--- src/rtl/rv_isa_pkg.sv ---
// Shared RV32IM-subset ISA definitions for the instruction encoder.
// Holds the major opcode constants, the bit positions of the packed
// codif field {sel11, sel10, funct3[2:0], opcode[6:0]} and the word
// emitted for an unencodable request.
package rv_isa_pkg;

  // Major opcodes
  localparam logic [6:0] OPC_LUI    = 7'b0110111;
  localparam logic [6:0] OPC_AUIPC  = 7'b0010111;
  localparam logic [6:0] OPC_JAL    = 7'b1101111;
  localparam logic [6:0] OPC_JALR   = 7'b1100111;
  localparam logic [6:0] OPC_BRANCH = 7'b1100011;
  localparam logic [6:0] OPC_LOAD   = 7'b0000011;
  localparam logic [6:0] OPC_STORE  = 7'b0100011;
  localparam logic [6:0] OPC_OPIMM  = 7'b0010011;
  localparam logic [6:0] OPC_OP     = 7'b0110011;
  localparam logic [6:0] OPC_SYSTEM = 7'b1110011;
  localparam logic [6:0] OPC_IRQ    = 7'b0011000;

  // codif field positions
  localparam int unsigned CODIF_OP_LSB = 0;
  localparam int unsigned CODIF_OP_MSB = 6;
  localparam int unsigned CODIF_F3_LSB = 7;
  localparam int unsigned CODIF_F3_MSB = 9;
  localparam int unsigned CODIF_SEL10  = 10;
  localparam int unsigned CODIF_SEL11  = 11;

  // Sentinel word for an illegal request
  localparam logic [31:0] ILL_WORD_DEF = 32'hFFFF_FFFF;

endpackage

--- src/rtl/inst_field_pack.sv ---
// Combinational field packer: builds a 32-bit RV32IM-subset instruction
// word from the decoded field set. Inverse of the core's decoder.
// Ports:
//   codif   in  12  {sel11, sel10, funct3, opcode}
//   rd/rs1/rs2 in 5 register fields
//   imm     in  32  decoder-format immediate (shift amount in imm[4:0])
//   inst    out 32  encoded word, ILL_WORD when unencodable
//   illegal out 1   request could not be encoded
module inst_field_pack
  import rv_isa_pkg::*;
#(
  parameter logic [31:0] ILL_WORD = ILL_WORD_DEF
) (
  input  logic [11:0] codif,
  input  logic [4:0]  rd,
  input  logic [4:0]  rs1,
  input  logic [4:0]  rs2,
  input  logic [31:0] imm,
  output logic [31:0] inst,
  output logic        illegal
);

  logic [6:0]  w_op;
  logic [2:0]  w_f3;
  logic        w_s10;
  logic        w_s11;
  logic [31:0] w_word;
  logic        w_bad;

  assign w_op  = codif[CODIF_OP_MSB:CODIF_OP_LSB];
  assign w_f3  = codif[CODIF_F3_MSB:CODIF_F3_LSB];
  assign w_s10 = codif[CODIF_SEL10];
  assign w_s11 = codif[CODIF_SEL11];

  always_comb begin
    w_word = '0;
    w_bad  = 1'b0;
    case (w_op)
      OPC_LUI, OPC_AUIPC: begin
        w_word = {imm[31:12], rd, w_op};
        w_bad  = (codif[11:7] != 5'd0);
      end
      OPC_JAL: begin
        w_word = {imm[20], imm[10:1], imm[11], imm[19:12], rd, w_op};
        w_bad  = (codif[11:7] != 5'd0) || imm[0];
      end
      OPC_JALR: begin
        w_word = {imm[11:0], rs1, 3'b000, rd, w_op};
        w_bad  = (w_f3 != 3'b000) || w_s11 || w_s10;
      end
      OPC_BRANCH: begin
        w_word = {imm[12], imm[10:5], rs2, rs1, w_f3, imm[4:1], imm[11], w_op};
        w_bad  = (w_f3 == 3'b010) || (w_f3 == 3'b011) || imm[0];
      end
      OPC_LOAD: begin
        w_word = {imm[11:0], rs1, w_f3, rd, w_op};
        w_bad  = (w_f3 == 3'b011) || (w_f3 == 3'b110) || (w_f3 == 3'b111);
      end
      OPC_STORE: begin
        w_word = {imm[11:5], rs2, rs1, w_f3, imm[4:0], w_op};
        w_bad  = w_f3[2] || (w_f3 == 3'b011);
      end
      OPC_OPIMM: begin
        if (w_f3 == 3'b001 || w_f3 == 3'b101) begin
          // Shift: sel10 selects arithmetic right shift, so only valid with SRxI
          w_word = {1'b0, w_s10, 5'b0, imm[4:0], rs1, w_f3, rd, w_op};
          w_bad  = w_s11 || (w_s10 && (w_f3 != 3'b101));
        end else begin
          w_word = {imm[11:0], rs1, w_f3, rd, w_op};
          w_bad  = w_s11 || w_s10;
        end
      end
      OPC_OP: begin
        // sel11 -> funct7[5] (SUB/SRA), sel10 -> funct7[0] (M extension)
        w_word = {1'b0, w_s11, 4'b0, w_s10, rs2, rs1, w_f3, rd, w_op};
        w_bad  = (w_s11 && w_s10) || (w_s10 && w_f3[2]);
      end
      OPC_SYSTEM: begin
        w_word = {imm[11:0], rs1, w_f3, rd, w_op};
        w_bad  = (w_f3 == 3'b100) || w_s11 || w_s10;
      end
      OPC_IRQ: begin
        w_word = {imm[11:0], rs1, w_f3, rd, w_op};
        w_bad  = (w_f3 == 3'b000);
      end
      default: begin
        w_bad = 1'b1;
      end
    endcase
  end

  assign inst    = w_bad ? ILL_WORD : w_word;
  assign illegal = w_bad;

endmodule

--- src/rtl/inst_encoder.sv ---
// Registered instruction encoder stage: one-entry pipeline register with
// valid/ready on both sides around inst_field_pack, plus saturating counters
// of legal and illegal words delivered downstream.
// Ports:
//   clock, resetEnc        clock and synchronous active-high reset
//   in_valid/in_ready      request handshake
//   codif, rd, rs1, rs2, imm  decoded field set
//   out_valid/out_ready    result handshake
//   inst, illegal          encoded word and its illegal qualifier
//   cnt_enc, cnt_ill       delivered legal / illegal word counters
module inst_encoder
  import rv_isa_pkg::*;
#(
  parameter int unsigned CNT_W    = 16,
  parameter logic [31:0] ILL_WORD = ILL_WORD_DEF
) (
  input  logic             clock,
  input  logic             resetEnc,
  input  logic             in_valid,
  output logic             in_ready,
  input  logic [11:0]      codif,
  input  logic [4:0]       rd,
  input  logic [4:0]       rs1,
  input  logic [4:0]       rs2,
  input  logic [31:0]      imm,
  output logic             out_valid,
  input  logic             out_ready,
  output logic [31:0]      inst,
  output logic             illegal,
  output logic [CNT_W-1:0] cnt_enc,
  output logic [CNT_W-1:0] cnt_ill
);

  logic [31:0]      w_inst;
  logic             w_ill;
  logic             w_accept;
  logic             w_xfer;
  logic             r_valid;
  logic [31:0]      r_inst;
  logic             r_ill;
  logic [CNT_W-1:0] r_cnt_enc;
  logic [CNT_W-1:0] r_cnt_ill;

  inst_field_pack #(
    .ILL_WORD(ILL_WORD)
  ) u_pack (
    .codif  (codif),
    .rd     (rd),
    .rs1    (rs1),
    .rs2    (rs2),
    .imm    (imm),
    .inst   (w_inst),
    .illegal(w_ill)
  );

  // Reset gates in_ready so nothing is accepted on the reset edge
  assign in_ready = !resetEnc && (!r_valid || out_ready);
  assign w_accept = in_valid && in_ready;
  assign w_xfer   = r_valid && out_ready;

  always_ff @(posedge clock) begin
    if (resetEnc) begin
      r_valid   <= 1'b0;
      r_inst    <= '0;
      r_ill     <= 1'b0;
      r_cnt_enc <= '0;
      r_cnt_ill <= '0;
    end else begin
      if (w_accept) begin
        r_valid <= 1'b1;
        r_inst  <= w_inst;
        r_ill   <= w_ill;
      end else if (w_xfer) begin
        r_valid <= 1'b0;
      end
      if (w_xfer) begin
        if (!r_ill) begin
          if (r_cnt_enc != {CNT_W{1'b1}}) r_cnt_enc <= r_cnt_enc + 1'b1;
        end else begin
          if (r_cnt_ill != {CNT_W{1'b1}}) r_cnt_ill <= r_cnt_ill + 1'b1;
        end
      end
    end
  end

  assign out_valid = r_valid;
  assign inst      = r_inst;
  assign illegal   = r_ill;
  assign cnt_enc   = r_cnt_enc;
  assign cnt_ill   = r_cnt_ill;

endmodule

--- config.mk ---
export PLATFORM = sky130hd
export DESIGN_NAME = inst_encoder
export DESIGN_NICKNAME = d
export VERILOG_FILES = /design/src/rtl/rv_isa_pkg.sv /design/src/rtl/inst_field_pack.sv /design/src/rtl/inst_encoder.sv
export SDC_FILE = /design/constraint.sdc
export NUM_CORES = 1
export LEC_CHECK = 0
export CAP_MARGIN = 5
export CORE_MARGIN = 4
export CORE_UTILIZATION = 41
export CTS_CLUSTER_DIAMETER = 100
export DETAILED_ROUTE_END_ITERATION = 7
export PLACE_DENSITY = 0.81
export SLEW_MARGIN = 20
export SYNTH_ARGS = -nofsm -noshare
export SYNTH_HDL_FRONTEND = slang
export SYNTH_SLANG_ARGS = --single-unit
--- constraint.sdc ---
create_clock -name clock -period 1.5 [get_ports clock]
set_input_delay 0.15 -clock clock [delete_from_list [all_inputs] [get_ports clock]]
set_output_delay 0.15 -clock clock [all_outputs]
set_load 0.005 [all_outputs]
==> results of run 1 <==
[logic make-up (layout without fill, tap and decap cells)]
family / after synthesis / count (layout)
and+or+nand+nor: 155 / 155
AOI/OAI and AO/OA: 146 / 146
DFF: 66 / 66
buffers and inverters: 33 / 299
xor gates and xnor gates: 25 / 25
muxes: 3 / 3
adders and majority gates: 2 / 2
[placed cells by master, fill, tap and decap left out, types with 13 or more instances in the layout]
cell             instances
a21oi_1                 40
a22oi_1                 24
buf_4                  111
buf_6                   28
clkdlybuf4s50_1         98
dfxtp_1                 39
dfxtp_2                 21
dlymetal6s2s_1          16
nand2_1                 19
nor2_1                  40
xnor2_1                 13
[layer usage]
layer	wire [um]	global-route usage (%)	share of wire, %
met1	6200	30.7	37
met2	8660	49.8	51
met3	1280	5.12	7.5
met4	824	14.4	4.9
met5	0	0	0
[area by class of cell]
cell class	instances	area share, %
tap	108	1.88
multi-input combinational	331	38.8
clock buffer	10	1.77
clock inverter	6	1.79
sequential	66	19.0
timing repair buffer	276	36.3
inverter	7	0.417
[metrics by stage]
| stage | setup WS, ns | instances | setup TNS (ns) | util [%] | total power [mW] |
|---|---|---|---|---|---|
| global route | -0.323 | 804 | -8.04 | 82.6 | 5.18 |
| global placement | -0.646 | 748 | -25.21 | 67.9 | 2.82 |
| finish | -0.239 | 804 | -5.87 | 82.6 | 5.05 |
| detailed placement | -0.730 | 748 | -28.13 | 67.9 | 2.84 |
| CTS | -0.210 | 787 | -2.68 | 77.0 | 4.88 |
| floorplan | -0.125 | 430 | -1.57 | - | 2.26 |
[worst paths after layout]
path / start / endpoint / cells after the start
hold reg to reg: inst[2]$_SDFFE_PP0P_ / inst[2]$_SDFFE_PP0P_ / 2
hold / removal: codif[5] / inst[5]$_SDFFE_PP0P_ / 4
setup reg to reg: cnt_enc[9]$_SDFFE_PP0P_ / cnt_enc[6]$_SDFFE_PP0P_ / 7
setup / recovery: cnt_enc[9]$_SDFFE_PP0P_ / cnt_enc[6]$_SDFFE_PP0P_ / 7
[flip-flops by register name, summed over array words and instances (netlist names)]
signal     count
inst          32
cnt_enc       16
cnt_ill       16
illegal        1
out_valid      1
[critical path, cell delays in order, from the launching register on]
cell and delay [ns]:
dfxtp_4 0.38, nand4_4 0.11, or4_4 0.59, nand4_4 0.14, buf_6 0.11, buf_6 0.09, xor2_1 0.15, nor2_1 0.05
[power breakdown]
group	leakage, nW	internal (mW)	total (mW)	switching, mW
Sequential	0.558	1.84	1.90	0.0592
Clock	0.128	1.27	2.01	0.749
Combinational	2.25	0.628	1.13	0.505
Total	2.94	3.74	5.05	1.31
[timing repair]
action,4_1_cts,5_1_grt
gates cloned,3,3
pin swaps,44,60
setup buffers,20,19
endpoints found under the setup margin,67,85
gates resized for setup,99,106
[cell usage after synthesis (all sizes together) (5+ instances only)]
cell type | number | share of area [%]
buf | 13 | 2.5
dfxtp | 66 | 36
nand4 | 13 | 2.6
and2 | 9 | 1.6
nand2 | 25 | 2.6
a21oi | 47 | 6.4
nand2b | 5 | 0.85
a31oi | 23 | 4.1
inv | 7 | 0.72
clkbuf | 13 | 1.3
a22oi | 25 | 5.1
nand3 | 16 | 2.2
xnor2 | 15 | 3.6
nor2 | 46 | 4.8
o21ai | 14 | 1.9
a2111oi | 7 | 2.7
and3 | 9 | 1.5
a41oi | 7 | 3.1
xor2 | 10 | 2.4
a211oi | 9 | 1.8
nor3 | 7 | 1.2
==> impl_metrics.tcl, run 1 <==
set metrics [dict create \
    outcome "finished, violations left" \
    violations "negative setup slack" \
    io_pins 130 \
    hp-class "input pin to flip-flop" \
    place_area_um2 5930 \
    grt_pass1_wl_mm 22.8 \
    avgSynthCellArea_um2 8.51 \
    clockRootBuffer "clkbuf_8" \
    clock_sinks 66 \
    coreArea_um2 8720 \
    wire_per_inst_um 21.1 \
    ys_seq_area_share_pct 36.1 \
    die_area_um2 10500 \
    row_count 34 \
    synth_adder_area_share_pct 0.684 \
    design_area_um2 7200 \
    critPathMaxFanout 3 \
    setup_viol 59 \
    port-buffer-count 129 \
    final-hold-violation-count 0 \
    synthesis.area_um2 3660 \
    cts_tree "built" \
    finClkSkew_ns 0.0103 \
    die-width_um 102 \
    nFillCells 487 \
    ant_nets 0 \
    grt-ovfl-total 0 \
    grt_max_degree 34 \
    ff_latch_area_um2 1370 \
    synthArstFlopShare_pct 0 \
    ys_warn_count 0 \
    cts_hold_buf 0 \
    synth_ff_type "dfxtp_1" \
    report.final.slew_viol_count 0 \
    start_util_pct 42.0 \
    synthSimpleGateAreaFrac_pct 23.0 \
    synth-xor-area-share_pct 5.98 \
    synth_top_family_by_area "compound AO/OA/AOI/OAI gates" \
    multi_input_area_um2 2790 \
    htreeDepth 3 \
    drtIter0Drc 335 \
    dp_hpwl_mm 10.1 \
    area_delta_synth_final_pct 96.8 \
    synth_compound_area_share_pct 28.9 \
    die_h_um 102 \
    yosysUniqueCellTypes 58 \
    path_class "flip-flop to flip-flop" \
    ir_drop_v 0.000445 \
    worst_hold_slack_ns 0.339 \
    fin_crit_sh_pct 116 \
    required_ns 1.72 \
    clockBufferDepth 2 \
    nets 756 \
    crit_path_end_kind "flip-flop" \
    arrival_ns 1.96 \
    p_per_area_nw_per_um2 701 \
    p_leak_nw 2.94 \
    grt_usage_pct 27.7 \
    routed_via_density 6.00 \
    maxSlewHeadroom_pct 64.9 \
    r2r_setup_slack_ns -0.24 \
    clk_pin_slew_ns 0.07 \
    drc_errors 0 \
    layout-drive-gt1-share_pct 42.7 \
    synthMuxAreaShare_pct 0.855 \
    antenna_cells 0 \
    syn_inst 430 \
    numCtsBuffers 9 \
    period_needed_ns 1.74 \
    dr_total_vias 4823 \
    clk_latency_ns 0.34 \
    max-cap-violations 0 \
    place.gp.congestion 0.961 \
    syn_nets 495 \
    synth-edff-count 0 \
    setup_slack_ns -0.239 \
    clock.fmax_ghz 0.575 \
    antenna_found_initial 0 \
    rsz0062_at_grt "yes" \
    start_kind "flip-flop" \
    ys_seq_elements 66 \
    dr.pass1.iters 5 \
    drt-total-wl_mm 17.0 \
    worst_pin_slew_ns 0.526 \
    grt_pass1_vias 4710 \
]
No activity file was read; power rests on OpenSTA's default activity.
==> run 2, diff against run 1 <==
--- a/config.mk
+++ b/config.mk
@@ -5,13 +5,15 @@
 export SDC_FILE = /design/constraint.sdc
 export NUM_CORES = 1
 export LEC_CHECK = 0
+export ABC_CLOCK_PERIOD_IN_PS = 1500
 export CAP_MARGIN = 5
 export CORE_MARGIN = 4
 export CORE_UTILIZATION = 41
 export CTS_CLUSTER_DIAMETER = 100
+export CTS_CLUSTER_SIZE = 8
 export DETAILED_ROUTE_END_ITERATION = 7
 export PLACE_DENSITY = 0.81
-export SLEW_MARGIN = 20
+export SLEW_MARGIN = 10
 export SYNTH_ARGS = -nofsm -noshare
 export SYNTH_HDL_FRONTEND = slang
 export SYNTH_SLANG_ARGS = --single-unit
==> results of run 2 <==
Same layout as run 1: the final DEF is identical, and so are final timing and power.
